`src/rtl/serial_add_sequencer.sv`:
```
// Bit-serial add/subtract sequencer: one shared full-adder cell stepped LSB first
// over WIDTH cycles, with valid/ready handshakes on the request and result sides.

// Single-bit full adder cell shared by the serial datapath.
module full_adder (
    input  logic a,
    input  logic b,
    input  logic c_in,
    output logic sum_c,
    output logic cout_c
);
    assign sum_c  = a ^ b ^ c_in;
    assign cout_c = (a & b) | (c_in & (a ^ b));
endmodule

module serial_add_sequencer #(
    parameter int unsigned WIDTH = 32
) (
    input  logic             clk,
    input  logic             rst_n,
    input  logic             start_valid,
    output logic             start_ready,
    input  logic [WIDTH-1:0] op_a,
    input  logic [WIDTH-1:0] op_b,
    input  logic             sub,
    output logic             res_valid,
    input  logic             res_ready,
    output logic [WIDTH-1:0] result,
    output logic             carry_out,
    output logic             overflow,
    output logic             zero,
    output logic             busy
);
    localparam int unsigned CNT_W = $clog2(WIDTH);
    localparam logic [CNT_W-1:0] CNT_LAST = CNT_W'(WIDTH - 1);

    typedef enum logic [1:0] {
        ST_IDLE = 2'd0,
        ST_RUN  = 2'd1,
        ST_DONE = 2'd2
    } state_t;

    state_t             state_q, state_d;
    logic [WIDTH-1:0]   a_sh_q, a_sh_d;
    logic [WIDTH-1:0]   b_sh_q, b_sh_d;
    logic [WIDTH-1:0]   r_sh_q, r_sh_d;
    logic               cy_q, cy_d;
    logic [CNT_W-1:0]   cnt_q, cnt_d;

    logic               start_ready_q, start_ready_d;
    logic               res_valid_q, res_valid_d;
    logic [WIDTH-1:0]   result_q, result_d;
    logic               carry_out_q, carry_out_d;
    logic               overflow_q, overflow_d;
    logic               zero_q, zero_d;
    logic               busy_q, busy_d;

    logic               fa_sum_c;
    logic               fa_cout_c;

    // The only arithmetic element on the datapath.
    full_adder u_fa (
        .a      (a_sh_q[0]),
        .b      (b_sh_q[0]),
        .c_in   (cy_q),
        .sum_c  (fa_sum_c),
        .cout_c (fa_cout_c)
    );

    // State, shift registers and registered outputs.
    always_ff @(posedge clk or negedge rst_n) begin
        if (!rst_n) begin
            state_q       <= ST_IDLE;
            a_sh_q        <= '0;
            b_sh_q        <= '0;
            r_sh_q        <= '0;
            cy_q          <= 1'b0;
            cnt_q         <= '0;
            start_ready_q <= 1'b1;
            res_valid_q   <= 1'b0;
            result_q      <= '0;
            carry_out_q   <= 1'b0;
            overflow_q    <= 1'b0;
            zero_q        <= 1'b0;
            busy_q        <= 1'b0;
        end else begin
            state_q       <= state_d;
            a_sh_q        <= a_sh_d;
            b_sh_q        <= b_sh_d;
            r_sh_q        <= r_sh_d;
            cy_q          <= cy_d;
            cnt_q         <= cnt_d;
            start_ready_q <= start_ready_d;
            res_valid_q   <= res_valid_d;
            result_q      <= result_d;
            carry_out_q   <= carry_out_d;
            overflow_q    <= overflow_d;
            zero_q        <= zero_d;
            busy_q        <= busy_d;
        end
    end

    // Next-state and datapath sequencing; outputs are computed one cycle ahead so they are registered.
    always_comb begin
        state_d       = state_q;
        a_sh_d        = a_sh_q;
        b_sh_d        = b_sh_q;
        r_sh_d        = r_sh_q;
        cy_d          = cy_q;
        cnt_d         = cnt_q;
        start_ready_d = start_ready_q;
        res_valid_d   = res_valid_q;
        result_d      = result_q;
        carry_out_d   = carry_out_q;
        overflow_d    = overflow_q;
        zero_d        = zero_q;
        busy_d        = busy_q;

        unique case (state_q)
            ST_IDLE: begin
                if (start_valid && start_ready_q) begin
                    // Subtraction is A + ~B + 1: invert B and seed the carry with sub.
                    a_sh_d        = op_a;
                    b_sh_d        = op_b ^ {WIDTH{sub}};
                    cy_d          = sub;
                    cnt_d         = '0;
                    state_d       = ST_RUN;
                    start_ready_d = 1'b0;
                    busy_d        = 1'b1;
                end
            end

            ST_RUN: begin
                r_sh_d = {fa_sum_c, r_sh_q[WIDTH-1:1]};
                a_sh_d = {1'b0, a_sh_q[WIDTH-1:1]};
                b_sh_d = {1'b0, b_sh_q[WIDTH-1:1]};
                cy_d   = fa_cout_c;
                if (cnt_q == CNT_LAST) begin
                    // cy_q here is the carry into the MSB; overflow is it XOR the carry out.
                    state_d     = ST_DONE;
                    res_valid_d = 1'b1;
                    result_d    = r_sh_d;
                    carry_out_d = fa_cout_c;
                    overflow_d  = cy_q ^ fa_cout_c;
                    zero_d      = ~|r_sh_d;
                end else begin
                    cnt_d = cnt_q + CNT_W'(1);
                end
            end

            ST_DONE: begin
                if (res_ready) begin
                    state_d       = ST_IDLE;
                    res_valid_d   = 1'b0;
                    start_ready_d = 1'b1;
                    busy_d        = 1'b0;
                end
            end

            default: begin
                state_d       = ST_IDLE;
                res_valid_d   = 1'b0;
                start_ready_d = 1'b1;
                busy_d        = 1'b0;
            end
        endcase
    end

    assign start_ready = start_ready_q;
    assign res_valid   = res_valid_q;
    assign result      = result_q;
    assign carry_out   = carry_out_q;
    assign overflow    = overflow_q;
    assign zero        = zero_q;
    assign busy        = busy_q;

endmodule

```
`config.mk`:
```
export PLATFORM = sky130hd
export DESIGN_NAME = serial_add_sequencer
export DESIGN_NICKNAME = d
export VERILOG_FILES = /design/src/rtl/serial_add_sequencer.sv
export SDC_FILE = /design/constraint.sdc
export NUM_CORES = 1
export LEC_CHECK = 0
export BUFFER_PORTS_ARGS = -buffer_cell sky130_fd_sc_hd__buf_2
export CAP_MARGIN = 20
export CORE_UTILIZATION = 40
export CTS_CLUSTER_DIAMETER = 200
export DETAILED_ROUTE_END_ITERATION = 12
export HOLD_SLACK_MARGIN = 0.12
export PLACE_DENSITY = 0.6
export SLEW_MARGIN = 25
export SYNTH_ARGS = -nofsm -noshare
export SYNTH_HDL_FRONTEND = slang
export SYNTH_SLANG_ARGS = --single-unit
```
`constraint.sdc`:
```
create_clock -name clk -period 2.3 [get_ports clk]
set_clock_uncertainty 0.05 [all_clocks]
set_input_delay 0.115 -clock clk [delete_from_list [all_inputs] [get_ports clk]]
set_output_delay 0.115 -clock clk [all_outputs]
set_load 0.05 [all_outputs]
```
==> results.env <==
PRE_CTS_WS_NS=0.2226
TIMING.CRITICAL_PATH.ARRIVAL_NS=2.30
TIMING.MAX_CAP.VIOLATIONS=0
FINAL.HOLD.WORST_SLACK_NS=0.1910
FLOW.AREA_GROWTH_FROM_SYNTHESIS_PCT=31.13
SYNTH.LARGEST_AREA_CELL='sky130_fd_sc_hd__dfrtp_1'
SLEW_VIOLATIONS=0
STARTPOINT_TYPE='flip-flop'
TNS_NS=0
R2R_START='cnt_q[0]$_DFFE_PN0P_'
DIEHEIGHT_UM=127.1
CORE_UM2=15260
NUM_VIAS=4507
FLOORPLAN.DIE.WIDTH_UM=127.1
POST_ROUTE_CELLS_DRIVE_ABOVE_1_SHARE_PCT=31.95
TIMING.FINAL.HOLD_VIOLATIONS=0
YOSYSMOSTFREQUENTCELL='sky130_fd_sc_hd__dfrtp_1'
POST_CTS_RESIZED=0
CELLPOWERDENSITY_nW_PER_UM2=1254
INITIAL_CORE_UTIL_PCT=41.01
CLOCK_SINKS=141
SYNTH_CELLS=493
SYNTH_CELL_TYPE_COUNT=39
WORST_HOLD_PATH_TYPE='input pin to asynchronous set/reset pin'
FINAL.MIN_CLOCK_PERIOD_NS=2.064
CTSHOLDBUFFERS=68
RUN_STATUS='finished, final reports clean'
FIN_WS_NS=0.2363
INSERTEDDIODECOUNT=0
ANTENNA_VIOLATIONS_BEFORE_REPAIR=0
SYNTH_WARNINGS=0
DRT_ITER0_DRC=195
SYNTH-EDFF-COUNT=0
DIE_AREA_UM2=16150
REGTOREGENDPOINT='cnt_q[3]$_DFFE_PN0P_'
ROUTE.DETAILED.VIAS_PER_INST=5.098
SYNTHFLOPTYPE='sky130_fd_sc_hd__dfrtp_1'
MAX-VDD-IR-DROP_mV=0.6319
LAYOUT.NETS=733
GLOBALPLACE.CONGESTION=0.7253
REG2REG_DEPTH=6
TRITONCTS='built'
WORST_SLEW_PIN_SLEW_NS=0.5928
YS_FF_LATCH=141
SYNTH_SEQUENTIAL_AREA_RATIO_PCT=56.41
FRACTION_OF_POST_SYNTHESIS_CELL_AREA_IN_THE_TOP_CELL_TYPE_BY_AREA_PCT=55.99
SYNTH.NET_COUNT=565
IOPINCOUNT=107
DRT.ANTENNA.VIOLATING_NETS=0
POST_DRT_WL_PER_CELL_UM=15.23
YOSYS-TOP-CELLS-COUNT='sky130_fd_sc_hd__dfrtp_1 (140), sky130_fd_sc_hd__mux2_2 (64), sky130_fd_sc_hd__o21ai_0 (60)'
REGTOREGSETUPSLACK_NS=0.24
TIMING.FMAX_GHz=0.4846
GRT_OVERFLOW=0
VIA_COUNT_OF_THE_FIRST_GLOBAL_ROUTING_PASS=4584
SLEW_HEADROOM_PCT=60.48
DP_HPWL_UM=8274
CLKSLEWWORSTSETUPHOLDPATHS_NS=0.06
GRT_MAX_DEGREE=66
H-TREE-DEPTH=4
PORT_BUFFERS=106
CRIT_REQUIRED_NS=2.54
WORST_SETUP_PATH_END_KIND='flip-flop'
ROOT_BUFFER='sky130_fd_sc_hd__clkbuf_16'
LAYOUT.CELL_AREA.NON_FILLER_UM2=8205
GRT_SETUP_UNREPAIRED='no'
CTS_INSERTED_BUFFERS=17
GR-USAGE-ALL-LAYERS_PCT=17.99
FIN_CRIT_SHARE_PCT=89.73
TOTAL_POWER_mW=10.29
DETAIL_ROUTE.WIRELENGTH_UM=13460
DRT_FIRST_PASS_ITERS=4
PLACEMENT.CELL_AREA_UM2=6927
CLK_PATH_BUF_DEPTH=2
STATIC-LEAKAGE-POWER_nW=3.962
TIMING.CRITICAL_PATH.FANOUT_MAX=10
CRITPATHKIND='flip-flop to flip-flop'
SKEW_PAIR_LATE_INSERTION_DELAY_NS=0.42
POST_CTS.REPAIR.SETUP_BUFFERS=0
ASYNCSETRESETFLOPFRACSYNTH_PCT=100.0
FINAL-SETUP-VIOL-COUNT=0
SYNTH_TOP_CELLS_BY_AREA='sky130_fd_sc_hd__dfrtp_1 (56%), sky130_fd_sc_hd__mux2_2 (12%), sky130_fd_sc_hd__mux2i_1 (5.3%), sky130_fd_sc_hd__a221o_1 (4.8%), sky130_fd_sc_hd__o21ai_0 (4.8%)'
FLOORPLAN.ROWS=45
NETLIST_AREA_UM2=6257
DETAIL_ROUTE.DRC_VIOLATIONS=0
GRT_PASS1_WL_UM=22450
SYNTH_AREA_PER_CELL_UM2=12.69
-- area by class of cell --
cell class              instances  area (µm²)
fillers                      1345        7053
flip-flops and latches        141        3530
multi-input cells             306        2427
repair buffers                188        1360
clock buffers                  23       457.9
well taps                     211       264.0
clock inverters                 8       140.1
inverters                       7       26.28
-- report_power, final --
| part | internal, mW | switching, mW |
|---|---|---|
| Sequential | 3.44 | 0.669 |
| Clock | 1.83 | 0.977 |
| Combinational | 1.53 | 1.85 |
-- logic make-up (layout without fill, tap and decap cells) --
logic type | after synthesis | in the layout | synth area share (%)
flip-flops | 141 | 141 | 56.41
AO/OA/AOI/OAI | 115 | 115 | 12.10
multiplexers | 97 | 97 | 16.80
AND/OR/NAND/NOR | 58 | 58 | 4.559
buffers and inverters | 46 | 226 | 4.799
XOR/XNOR | 33 | 33 | 4.619
adder cells (fa/ha/maj) | 3 | 3 | 0.7198
-- cell usage in the layout (no fill, tap or decap), drive strengths merged --
cell type and n:
dfrtp 140, buf 120, o21ai 72, dlygate4sd3 68, mux2 64, mux2i 33
xnor2 31, nor2 31, a221o 30, clkbuf 23, nor4 8, inv 7
nand2 5, nand3 5, bufinv 4, clkinv 4, o22ai 3, a21oi 3
xor2 2, o31ai 2, nand4 2, a22o 2, ha 2, and3 1
nor2b 1, or2 1, nand4bb 1, or3b 1, o211ai 1, nand2b 1
a32o 1, nand3b 1, a2bb2oi 1, fa 1, dfstp 1
-- registers in the layout, indices dropped and copies added (netlist names) --
name         flops
a_sh_q          32
busy             1
overflow         1
start_ready      1
cnt_q            5
cy_q             1
state_q          2
zero             1
carry_out        1
r_sh_q          31
res_valid        1
b_sh_q          32
result          32
-- stage by stage --
step | util [%] | instances
after global placement | 45.40 | 785
final | 53.78 | 884
after floorplan | - | 493
after global routing | 53.78 | 884
after detailed placement | 45.40 | 785
after CTS | 53.78 | 884
-- worst max path at each step --
stage	startpoint	to	slack [ns]	cells past startpoint
floorplan	cnt_q[0]$_DFFE_PN0P_	cnt_q[3]$_DFFE_PN0P_	0.37	7
CTS	cnt_q[0]$_DFFE_PN0P_	cnt_q[3]$_DFFE_PN0P_	0.23	6
detailed placement	cnt_q[0]$_DFFE_PN0P_	cnt_q[3]$_DFFE_PN0P_	0.22	6
global route	cnt_q[0]$_DFFE_PN0P_	cnt_q[3]$_DFFE_PN0P_	0.15	6
global placement	cnt_q[0]$_DFFE_PN0P_	cnt_q[3]$_DFFE_PN0P_	0.34	6
finish	cnt_q[0]$_DFFE_PN0P_	cnt_q[3]$_DFFE_PN0P_	0.24	6
-- worst max-delay path, stage by stage (launching register included) --
cell and delay (ns):
sky130_fd_sc_hd__dfrtp_1 0.41, sky130_fd_sc_hd__ha_1 0.24, sky130_fd_sc_hd__and3_1 0.19, sky130_fd_sc_hd__ha_1 0.22, sky130_fd_sc_hd__or3b_1 0.51, sky130_fd_sc_hd__o211ai_1 0.23, sky130_fd_sc_hd__o31ai_1 0.09
-- per-layer routing --
metal	GRT usage, %	routed length [µm]	up-vias
li1	-	-	2118
met1	22.54	5954	2248
met2	28.70	6635	111
met3	4.774	527	30
met4	9.384	347	0
met5	0	0	-
Note: power is estimated with default switching activity, not from simulation.
